===== config.mk =====
export PLATFORM = sky130hd
export DESIGN_NAME = muldiv_unit
export DESIGN_NICKNAME = d
export VERILOG_FILES = /design/src/rtl/muldiv_pkg.sv /design/src/rtl/muldiv_unit.sv
export SDC_FILE = /design/constraint.sdc
export NUM_CORES = 1
export LEC_CHECK = 0
export CAP_MARGIN = 20
export CORE_MARGIN = 1.5
export CORE_UTILIZATION = 30
export DETAILED_ROUTE_END_ITERATION = 7
export SLEW_MARGIN = 15
export SYNTH_ARGS = -nofsm -noshare
export SYNTH_HDL_FRONTEND = slang
export SYNTH_SLANG_ARGS = --single-unit

===== constraint.sdc =====
create_clock -name clock -period 8.3 [get_ports clock]
set_input_delay 1.245 -clock clock [delete_from_list [all_inputs] [get_ports clock]]
set_output_delay 1.245 -clock clock [all_outputs]
set_load 0.05 [all_outputs]

===== src/rtl/muldiv_pkg.sv =====
// Shared definitions for the iterative multiply/divide unit: op encodings
// and FSM state type, used by both the control FSM and the datapath decode.
package muldiv_pkg;

  localparam logic [1:0] OP_MUL   = 2'b00;
  localparam logic [1:0] OP_MULHU = 2'b01;
  localparam logic [1:0] OP_DIVU  = 2'b10;
  localparam logic [1:0] OP_REMU  = 2'b11;

  typedef enum logic [1:0] {
    S_IDLE = 2'b00,
    S_RUN  = 2'b01,
    S_DONE = 2'b10
  } state_t;

  // True for the op class that runs the restoring divider.
  function automatic logic isDivOp(input logic [1:0] op);
    return (op == OP_DIVU) || (op == OP_REMU);
  endfunction

endpackage


===== src/rtl/muldiv_unit.sv =====
// Iterative unsigned multiply / divide unit. One result bit per cycle:
// shift-add multiply and restoring divide share a single shift register
// pair (accReg/lowReg) and a single WIDTH+1-bit adder.
module muldiv_unit #(
  parameter int WIDTH = 32
) (
  input  logic             clock,
  input  logic             reset,
  input  logic             start,
  input  logic [1:0]       op,
  input  logic [WIDTH-1:0] operandA,
  input  logic [WIDTH-1:0] operandB,
  output logic             busy,
  output logic             done,
  output logic [WIDTH-1:0] result
);
  import muldiv_pkg::*;

  localparam int CNT_W = $clog2(WIDTH);

  state_t           state, nextState;
  logic [CNT_W-1:0] count;
  logic [1:0]       opReg;
  logic [WIDTH-1:0] bReg;
  logic [WIDTH:0]   accReg;     // product upper half / remainder
  logic [WIDTH-1:0] lowReg;     // product lower half / quotient
  logic [WIDTH-1:0] resultReg;

  logic             accept;
  logic             divByZero;
  logic             lastIter;
  logic             divClass;
  logic [WIDTH:0]   shiftedRem;
  logic [WIDTH:0]   addA;
  logic [WIDTH:0]   addB;
  logic             carryIn;
  logic [WIDTH+1:0] addSum;
  logic             remGe;
  logic [WIDTH:0]   accNext;
  logic [WIDTH-1:0] lowNext;

  // Picks the published half of the shift register for the latched op.
  function automatic logic [WIDTH-1:0] selectResult(input logic [1:0] selOp,
                                                    input logic [WIDTH:0] acc,
                                                    input logic [WIDTH-1:0] low);
    case (selOp)
      OP_MULHU, OP_REMU: return acc[WIDTH-1:0];
      default:           return low;
    endcase
  endfunction

  assign accept     = start && (state != S_RUN);
  assign divByZero  = accept && isDivOp(op) && (operandB == '0);
  assign lastIter   = (state == S_RUN) && (count == CNT_W'(WIDTH - 1));
  assign divClass   = isDivOp(opReg);
  assign shiftedRem = {accReg[WIDTH-1:0], lowReg[WIDTH-1]};
  assign addSum     = {1'b0, addA} + {1'b0, addB} + {{(WIDTH+1){1'b0}}, carryIn};
  assign remGe      = addSum[WIDTH+1];
  assign result     = resultReg;

  // State register.
  always_ff @(posedge clock) begin
    if (!reset) state <= S_IDLE;
    else        state <= nextState;
  end

  // Next-state decode and status outputs (decoded from the state flops only).
  always_comb begin
    nextState = state;
    busy      = 1'b0;
    done      = 1'b0;
    case (state)
      S_IDLE: begin
        if (start) nextState = divByZero ? S_DONE : S_RUN;
      end
      S_RUN: begin
        busy = 1'b1;
        if (lastIter) nextState = S_DONE;
      end
      S_DONE: begin
        done = 1'b1;
        if (start) nextState = divByZero ? S_DONE : S_RUN;
        else       nextState = S_IDLE;
      end
      default: nextState = S_IDLE;
    endcase
  end

  // Shared adder operands: add multiplicand for multiply, trial-subtract divisor for divide.
  always_comb begin
    addA    = '0;
    addB    = '0;
    carryIn = 1'b0;
    accNext = accReg;
    lowNext = lowReg;
    if (divClass) begin
      addA    = shiftedRem;
      addB    = ~{1'b0, bReg};
      carryIn = 1'b1;
      accNext = remGe ? addSum[WIDTH:0] : shiftedRem;
      lowNext = {lowReg[WIDTH-2:0], remGe};
    end else begin
      addA    = accReg;
      addB    = lowReg[0] ? {1'b0, bReg} : '0;
      accNext = {1'b0, addSum[WIDTH:1]};
      lowNext = {addSum[0], lowReg[WIDTH-1:1]};
    end
  end

  // Operand latch, iteration step, and result publish on entry to DONE.
  always_ff @(posedge clock) begin
    if (!reset) begin
      count     <= '0;
      opReg     <= OP_MUL;
      bReg      <= '0;
      accReg    <= '0;
      lowReg    <= '0;
      resultReg <= '0;
    end else if (accept) begin
      count  <= '0;
      opReg  <= op;
      bReg   <= operandB;
      accReg <= '0;
      lowReg <= operandA;
      if (divByZero) resultReg <= (op == OP_DIVU) ? '1 : operandA;
    end else if (state == S_RUN) begin
      count  <= count + 1'b1;
      accReg <= accNext;
      lowReg <= lowNext;
      if (lastIter) resultReg <= selectResult(opReg, accNext, lowNext);
    end
  end

endmodule


==> impl.org, run 1 <==
** Clocking
- TritonCTS built the clock tree.
- After clock tree synthesis, the repair step resized 0 gates.
- CTS max path bufs :: 2
- Clock Latency Late Sink :: between 0.4 and 0.5 ns
- The tree built by TritonCTS fans out to between 100 and 150 sinks.
- H-Tree Level Count :: 4
- The number of setup buffers added after CTS is 0.
- Clock root buffer :: clkbuf_16
- Clock Pin Slew Worst Setup and Hold Paths :: around 0.060 ns
- Number of buffers created by CTS :: 17
- Buffers inserted to repair hold after CTS numbered 0.

** Synthesis
- The synthesized netlist contains 79 unique library cells.
- Summing the areas of all compound-gate instances in the mapped netlist gives around 28% of the synthesized area.
- Number of synthesized flops with an enable pin :: 0
- When the netlist entered floorplanning its net count stood at about 1400.
- Cell type contributing the most total cell area after synthesis :: dfxtp_1
- Mux share of post-synthesis cell area :: between 10% and 20%
- By area, the combinational part of the netlist is dominated by compound AO/OA/AOI/OAI gates.
- Post-synth ARST share :: 0%
- Counting flops and latches in the post-synthesis netlist gives about 140.
- Summing the sequential cell areas from Yosys gives 28.6% of the chip area.
- Adder-cell area share of the yosys netlist :: between 4 and 5%
- Simple-Gate Fraction of Synth Area :: between 20 and 25%
- Cells taking the most area after synthesis :: dfxtp_1, nand2_1, mux2i_1
- In the synthesized netlist the dominant register cell turns out to be dfxtp_1.
- After synthesis, the most frequently instantiated cells are nand2_1, dfxtp_1, o21ai_0, clkbuf_1, nor2_1.
- Proportion of netlist area held by the largest area contributor :: around 29%
- After Yosys synthesis, XOR and XNOR cells account for around 2.7% of the synthesized area.
- Number of warnings issued by yosys :: 0
- The most common cell in the synthesized netlist is nand2_1.
- The synthesized netlist occupies a cell area of just under 0.01 mm^2.
- Synthesized area per cell :: 7.61 um^2
- After technology mapping, the gate count stands at 1268.

** Placed design
- Count of input and output buffers :: 102
- Pre-CTS setup slack :: ~3.0 ns
- Placer congestion estimate :: between 0.8 and 0.9
- Post-placement cell count :: about 1700
- In this run the cell area measured after placement is around 0.011 mm^2.
- Dpl hpwl :: 22000 um

** Setup path
- For this run, the slowest stage of the critical path takes roughly 0.90 ns.
- R2r setup slk :: between 2 and 3 ns
- Required time worst endpoint :: 8.62 ns
- The most numerous cell type found on the critical path is and3_1.
- Endpoint arrival time on the critical path :: 5.69 ns
- Measured in cells, the most critical reg-to-reg path has a length of 13.
- Kind of capture point of the worst setup path :: flip-flop
- Critical path, cell by cell :: buf_4 > mux2_2 > ha_1 > and3_1 > and3_1 > nand2_1 > o21ai_2 > a31oi_4 > o21a_4 > o21ai_4 > mux2i_1 > a21oi_1 > o311a_1
- Together, buffers and inverters on the worst path number 1.
- Worst reg2reg endpoint :: result[6]
- Class of the most critical setup path :: reg2reg
- Family with the most delay on the worst path :: compound AO/OA/AOI/OAI gates
- The startpoint identified for the worst register-to-register timing path is opReg[1].
- Worst-path maximum fanout :: between 90 and 100
- The largest individual stage delay along the critical path comes from the cell buf_4.
- The worst setup path is launched from a flip-flop.

** STA
- Highest Clock Rate :: about 0.19 GHz
- For the pin with the worst max-slew slack, the measured transition is approximately 1.1 ns.
- Worst setup slack after layout :: just under 3 ns
- Worst Clk Skew :: roughly 0.016 ns
- Total count of hold-check failures in the final report :: 0
- Minimum period implied by the final worst setup slack :: between 5 and 6 ns
- Measured against its own limit, the worst slew margin works out to about a quarter.
- Unrepaired setup endpoints after global routing :: no
- Count of final setup violators :: 0
- Final Max Tran Viols :: 0
- Crit share post-route :: 64.8%
- Total Negative Setup Slacks :: 0 ns

** Detailed routing
- After detailed routing, the total wire length is roughly 31000 um.
- Dividing the detail-routed wire length by the instance count gives 18.1 um.
- In the routed design, unresolved DRC markers number 0.
- Vias after detailed routing :: approximately 9500
- The first routing iteration left between 1000 and 1500 violations.
- Post-route ant nets :: 0
- After detailed routing, the number of vias per cell comes to roughly 5.5.
- Detailed-router iteration count before antenna repair :: 6

** Cells and area
- Of the cells placed in the final design, the portion with a size suffix greater than 1 is 8.49%.
- Design Area, Final :: roughly 0.011 mm^2
- Layout-stage area growth over the synthesis result :: 18.9%
- For this run, the number of standard cells in the final layout without fillers is roughly 1700.
- 0 antenna diodes ended up in the layout.
- The final layout contains ~1400 nets.

** Worst hold path
- End point of the most critical hold path :: result[3]
- Counting instances, the worst hold path has a depth of 2.
- Class of the tightest hold or removal check :: reg2reg
- Critical hold path startpoint :: result[3]

** Die
- Count of boundary I/O pins :: between 100 and 150
- Die outline area :: about 0.033 mm^2
- Starting density of the core :: 30.5%
- Die height :: 182 um
- Overall die width :: roughly 180 um
- After floorplanning, the core was sized to cover 0.0316 mm^2.
- Num rows :: 65

** Power and ir drop
- For this design the ratio of total power to cell area is roughly 160 mW/mm^2.
- Overall power :: around 1.9 mW
- Leakage :: ~4.4 nW
- Largest vdd supply drop :: 0.146 mV

** Global route
- Initial antenna violation count :: 0
- For this run the aggregate overflow at the end of global routing stands at 0.
- Via count of the first global-routing pass :: between 8000 and 9000
- Global routing consumed, over all layers together, a little under a fifth of the routing resources.
- Entering global routing, the biggest net connects between 90 and 100 pins.
- The first global-routing pass estimated slightly below 50000 um of wire.

** Run status
- The flow ran to the end, and the final reports show no timing, DRC or antenna violations.

** Run
- Max-cap violations in this run came to 0.
-- power breakdown --
| part | leakage, nW | switching [mW] | internal [mW] | total (mW) |
|---|---|---|---|---|
| Sequential | 1.13 | 0.0336 | 0.695 | 0.728 |
| Combinational | 3.02 | 0.232 | 0.147 | 0.379 |
| Clock | 0.264 | 0.323 | 0.423 | 0.746 |
-- cells in the final DEF, fill, tap and decap left out, drive strengths merged, types with 15 or more instances in the layout --
| cell type | instances |
|---|---|
| a211oi | 16 |
| a21boi | 38 |
| a21oi | 60 |
| a31oi | 21 |
| and3 | 28 |
| buf | 16 |
| clkbuf | 20 |
| clkdlybuf4s50 | 100 |
| dfxtp | 138 |
| ha | 34 |
| inv | 26 |
| mux2 | 33 |
| mux2i | 67 |
| nand2 | 214 |
| nand3 | 57 |
| nor2 | 71 |
| nor3 | 15 |
| o21ai | 134 |
| xnor2 | 17 |
-- worst register-to-register path: cells and delay by family, from the launching register on --
kind	cells	cell delay, ns
compound gates	6	1.88
buf+inv	1	0.91
flops	1	0.76
mux	2	0.83
fa+ha+maj	1	0.37
simple gates	3	0.52
-- cell families (layout without fill, tap and decap cells) --
logic type / Yosys count / in the layout
AOI/OAI and AO/OA: 399 / 399
muxes: 100 / 100
DFF: 138 / 138
buffers and inverters: 121 / 172
adders and majority gates: 35 / 35
xor gates and xnor gates: 30 / 30
and+or+nand+nor: 445 / 445
-- sequential cells by signal, summed over array words and instances, names as in the netlist --
register and flops:
bReg 32, lowReg 32, accReg 33, result 32, state 2, count 5, opReg 2
-- metrics by stage --
stage,hold slack [ns],util [%]
floorplan,0.441,-
global placement,0.449,34.5
detailed placement,0.454,34.5
CTS,0.463,36.3
global route,0.480,36.3
finish,0.457,36.3
-- per-layer routing --
metal	track usage [%]	wire length [um]	share of wire (%)	vias to the layer above
met5	0	0	0	-
met4	3.97	307	0.99	0
met2	25.9	12400	40	375
met1	28.9	15900	51	4451
met3	3.97	2500	8.0	25
li1	-	-	-	4693
-- worst max-delay path by stage --
| stage | from | endpoint | slack (ns) | depth (start not counted) |
|---|---|---|---|---|
| after global routing | opReg[1] | accReg[27] | 2.47 | 14 |
| after floorplan | opReg[1] | accReg[25] | 3.45 | 19 |
| final | opReg[1] | result[6] | 2.92 | 13 |
| after global placement | opReg[1] | result[6] | 3.07 | 13 |
| after CTS | opReg[1] | result[6] | 2.95 | 13 |
| after detailed placement | opReg[1] | result[6] | 2.98 | 13 |
-- area by class of cell --
type	count	area (um^2)
fillers	3278	20200
multi-input cells	1009	6440
flip-flops and latches	138	2770
repair buffers	116	1120
well taps	402	503
clock buffers	20	447
clock inverters	12	115
inverters	24	90.1
Note: power is estimated with default switching activity, not from simulation.
==> inputs of run 2 (changes only) <==
Clock period 8.3 ns to 5.55 ns, I/O delays scaled along.
==> run 2 against run 1 <==
  * Routed wire length is 0.96% higher
  * Die area stayed put
  * Non-clock buffer count is 10 higher
  * Utilization is 0.27 points higher
  * Final area is 0.74% higher
  * Critical path type unchanged
==> impl.org, run 2 (same netlist as run 1, synthesis figures left out) <==
** Run status
- The flow ran to the end, and the final reports show no timing, DRC or antenna violations.

** Die
- Count of boundary I/O pins :: just over 100
- After floorplanning, the core was divided into 65 placement rows.
- Die height :: 182 um
- Once the floorplan was initialized, standard cells occupied between 30 and 40% of the core.
- Area of the core :: 0.0316 mm^2
- The die covers around 0.033 mm^2.
- In this run the horizontal extent of the chip is roughly 180 um.

** Setup path
- Critical-path cell with the highest stage delay :: or4_1
- Stage delay of the slowest cell on the critical path :: 0.56 ns
- The cell family contributing the most delay on the critical path is compound AO/OA/AOI/OAI gates.
- Critical path startpoint category :: flip-flop
- Critical path, cell by cell :: buf_12 > o21ai_0 > ha_1 > a21oi_1 > fa_1 > nor2b_1 > o2111ai_1 > a21oi_1 > or3_1 > a41o_1 > mux2i_1 > or4_1 > o221a_1 > mux2_4 > nor2_2
- Cell repeated most along the worst path :: a21oi_1
- Required time worst endpoint :: 5.91 ns
- Counting both buffers and inverters, the worst setup path holds a total of 1.
- For the worst setup path, the data arrival time is 4.88 ns.
- Class of the most critical setup path :: reg2reg
- Across all register-to-register paths, the minimum setup slack is just over 1 ns.
- Worst setup path start :: opReg[1]
- Kind of capture point of the worst setup path :: flip-flop
- Startpoint of the worst-slack reg-to-reg timing path :: opReg[1]
- Worst-path maximum fanout :: between 100 and 150

** Power and ir drop
- Of the total power, the clock network draws between 40% and 50%.
- The share of total power dissipated in sequential elements is 39.2%.
- Largest vdd supply drop :: 0.215 mV
- The internal portion of the total power is roughly 1.9 mW.
- Switching share of power :: a little under a third
- Combinational logic burns approximately 20% of the power.
- Power Density :: 239 mW/mm^2
- The analysis attributes to cell leakage a power of 4.46 nW.
- Net Switching :: 0.875 mW

** Clocking
- The number of gates resized after CTS was 0.
- Counting every sink on the clock net gives approximately 140.
- Post-CTS setup repair buffer count :: 0
- For the worst-skew pair, the clock arrives at the later sink with an insertion delay of approximately 0.43 ns.
- TritonCTS built the clock tree.
- The number of clock buffers added by TritonCTS is 17.
- Clock-pin slew was measured on the worst setup and hold paths at 0.07 ns.
- The tree is rooted in a clkbuf_16.
- Post-cts hold buffer count :: 0
- The clock tree synthesis step divided the H-tree into 4 levels.
- The clock passes through at most 2 buffers.

** STA
- The max-slew violation total from the final report was 0.
- Total count of hold-check failures in the final report :: 0
- Pin slew with the least headroom to its limit :: around 0.91 ns
- After layout, the worst setup slack is 1.03 ns.
- Of the available clock period, the critical path in the final layout requires approximately 81%.
- The worst pin sits at a relative slew slack of about two fifths.
- Worst Clk Skew :: ~0.012 ns
- Timing would allow up to about 0.22 GHz.
- For the final routed database, the setup TNS stands at 0 ns.
- Count of final setup violators :: 0
- Unrepaired setup endpoints after global routing :: no
- Minimum period implied by the final worst setup slack :: 4.52 ns

** Cells and area
- The finished cells cover between 0.01 and 0.015 mm^2.
- Fraction of final layout cells with drive strength greater than 1 :: 9.19%
- Area used by sequential logic in the layout :: approximately 0.0028 mm^2
- The multi-input combinational cells in the finished layout cover a total of approximately 0.0064 mm^2.
- N_diodes :: 0
- Most common cell after layout, fill and taps aside :: nand2_1
- Most frequent cells in the layout :: nand2_1, dfxtp_1, o21ai_0
- Register name with the most flops :: accReg
- Net count of the finished layout :: 1420
- Final-layout fill cell count :: 3277
- Layout-stage area growth over the synthesis result :: 19.8%
- Number of flip-flops under the largest register name :: 33

** Placed design
- Placer congestion estimate :: about 0.86
- Pre-CTS setup slack :: around 1.1 ns
- Once placement finished, the instance area stood at ~0.011 mm^2.
- Dpl hpwl :: between 20000 and 25000 um
- The count of buffers added on input and output ports is a little over 100.

** Global route
- The first global-routing pass estimated between 40000 and 50000 um of wire.
- Total Routing Usage GR :: 18.7%
- Via count of the first global-routing pass :: between 8000 and 9000
- The total overflow left after global routing is 0.
- The number of antenna violations at the first check in global routing was 0.
- Entering global routing, the biggest net connects around 150 pins.

** Detailed routing
- Detailed-router iteration count before antenna repair :: 7
- Routed wire length :: 31400 um
- Dividing the detail-routed via count by the number of cells gives about 5.5.
- DRC violation count after routing :: 0
- In the final routed layout, each cell accounts on average for approximately 18 um.
- Post-route ant nets :: 0
- Vias after detailed routing :: 9568
- Violation count after the first detailed-routing iteration :: 994

** Worst hold path
- Critical hold path startpoint :: result[3]
- The worst hold path belongs to the class reg2reg.

** Run
- Across the run, the number of max-cap violations was 0.
-- run 2: per-layer routing --
metal	vias to the layer above	track usage, %	part of all wire (%)
li1	4695	-	-
met1	4478	28.9	50
met2	377	26.5	41
met3	18	3.37	8.1
met4	0	3.87	0.87
met5	-	0	0
-- run 2: per-stage QoR --
step	cells	hold WS, ns	utilization, %	power [mW]
5_1_grt	1730	0.484	36.6	2.89
4_1_cts	1730	0.461	36.6	2.78
6_report	1730	0.456	36.6	2.77
3_5_place_dp	1699	0.450	34.8	1.67
2_1_floorplan	1268	0.441	-	1.47
3_3_place_gp	1699	0.447	34.8	1.66
-- run 2: worst paths after layout --
kind / cells past startpoint / endpoint
worst max-delay path: 15 / accReg[25]
worst max register to register: 15 / accReg[25]
worst min register to register: 2 / result[3]
worst min-delay path: 2 / result[3]
-- run 2: power groups by stage --
stage | Combinational (mW) | Sequential (mW) | Clock, mW
detailed placement | 0.562 | 1.11 | 0
floorplan | 0.386 | 1.09 | 0
global route | 0.629 | 1.09 | 1.17
CTS | 0.564 | 1.08 | 1.13
finish | 0.572 | 1.09 | 1.11
global placement | 0.556 | 1.11 | 0
-- run 2: cell type report --
class                   instances  share of cell area (%)
clock buffers                  19                    3.83
well taps                     402                    4.35
inverters                      24                   0.779
multi-input cells            1009                    55.7
clock inverters                12                    1.01
flip-flops and latches        138                    23.9
repair buffers                126                    10.4
-- run 2: worst min-delay path, cell delays in order, from the launching register on --
cell      delay (ns)
dfxtp_1         0.31
nand2_1         0.05
a21boi_1        0.05
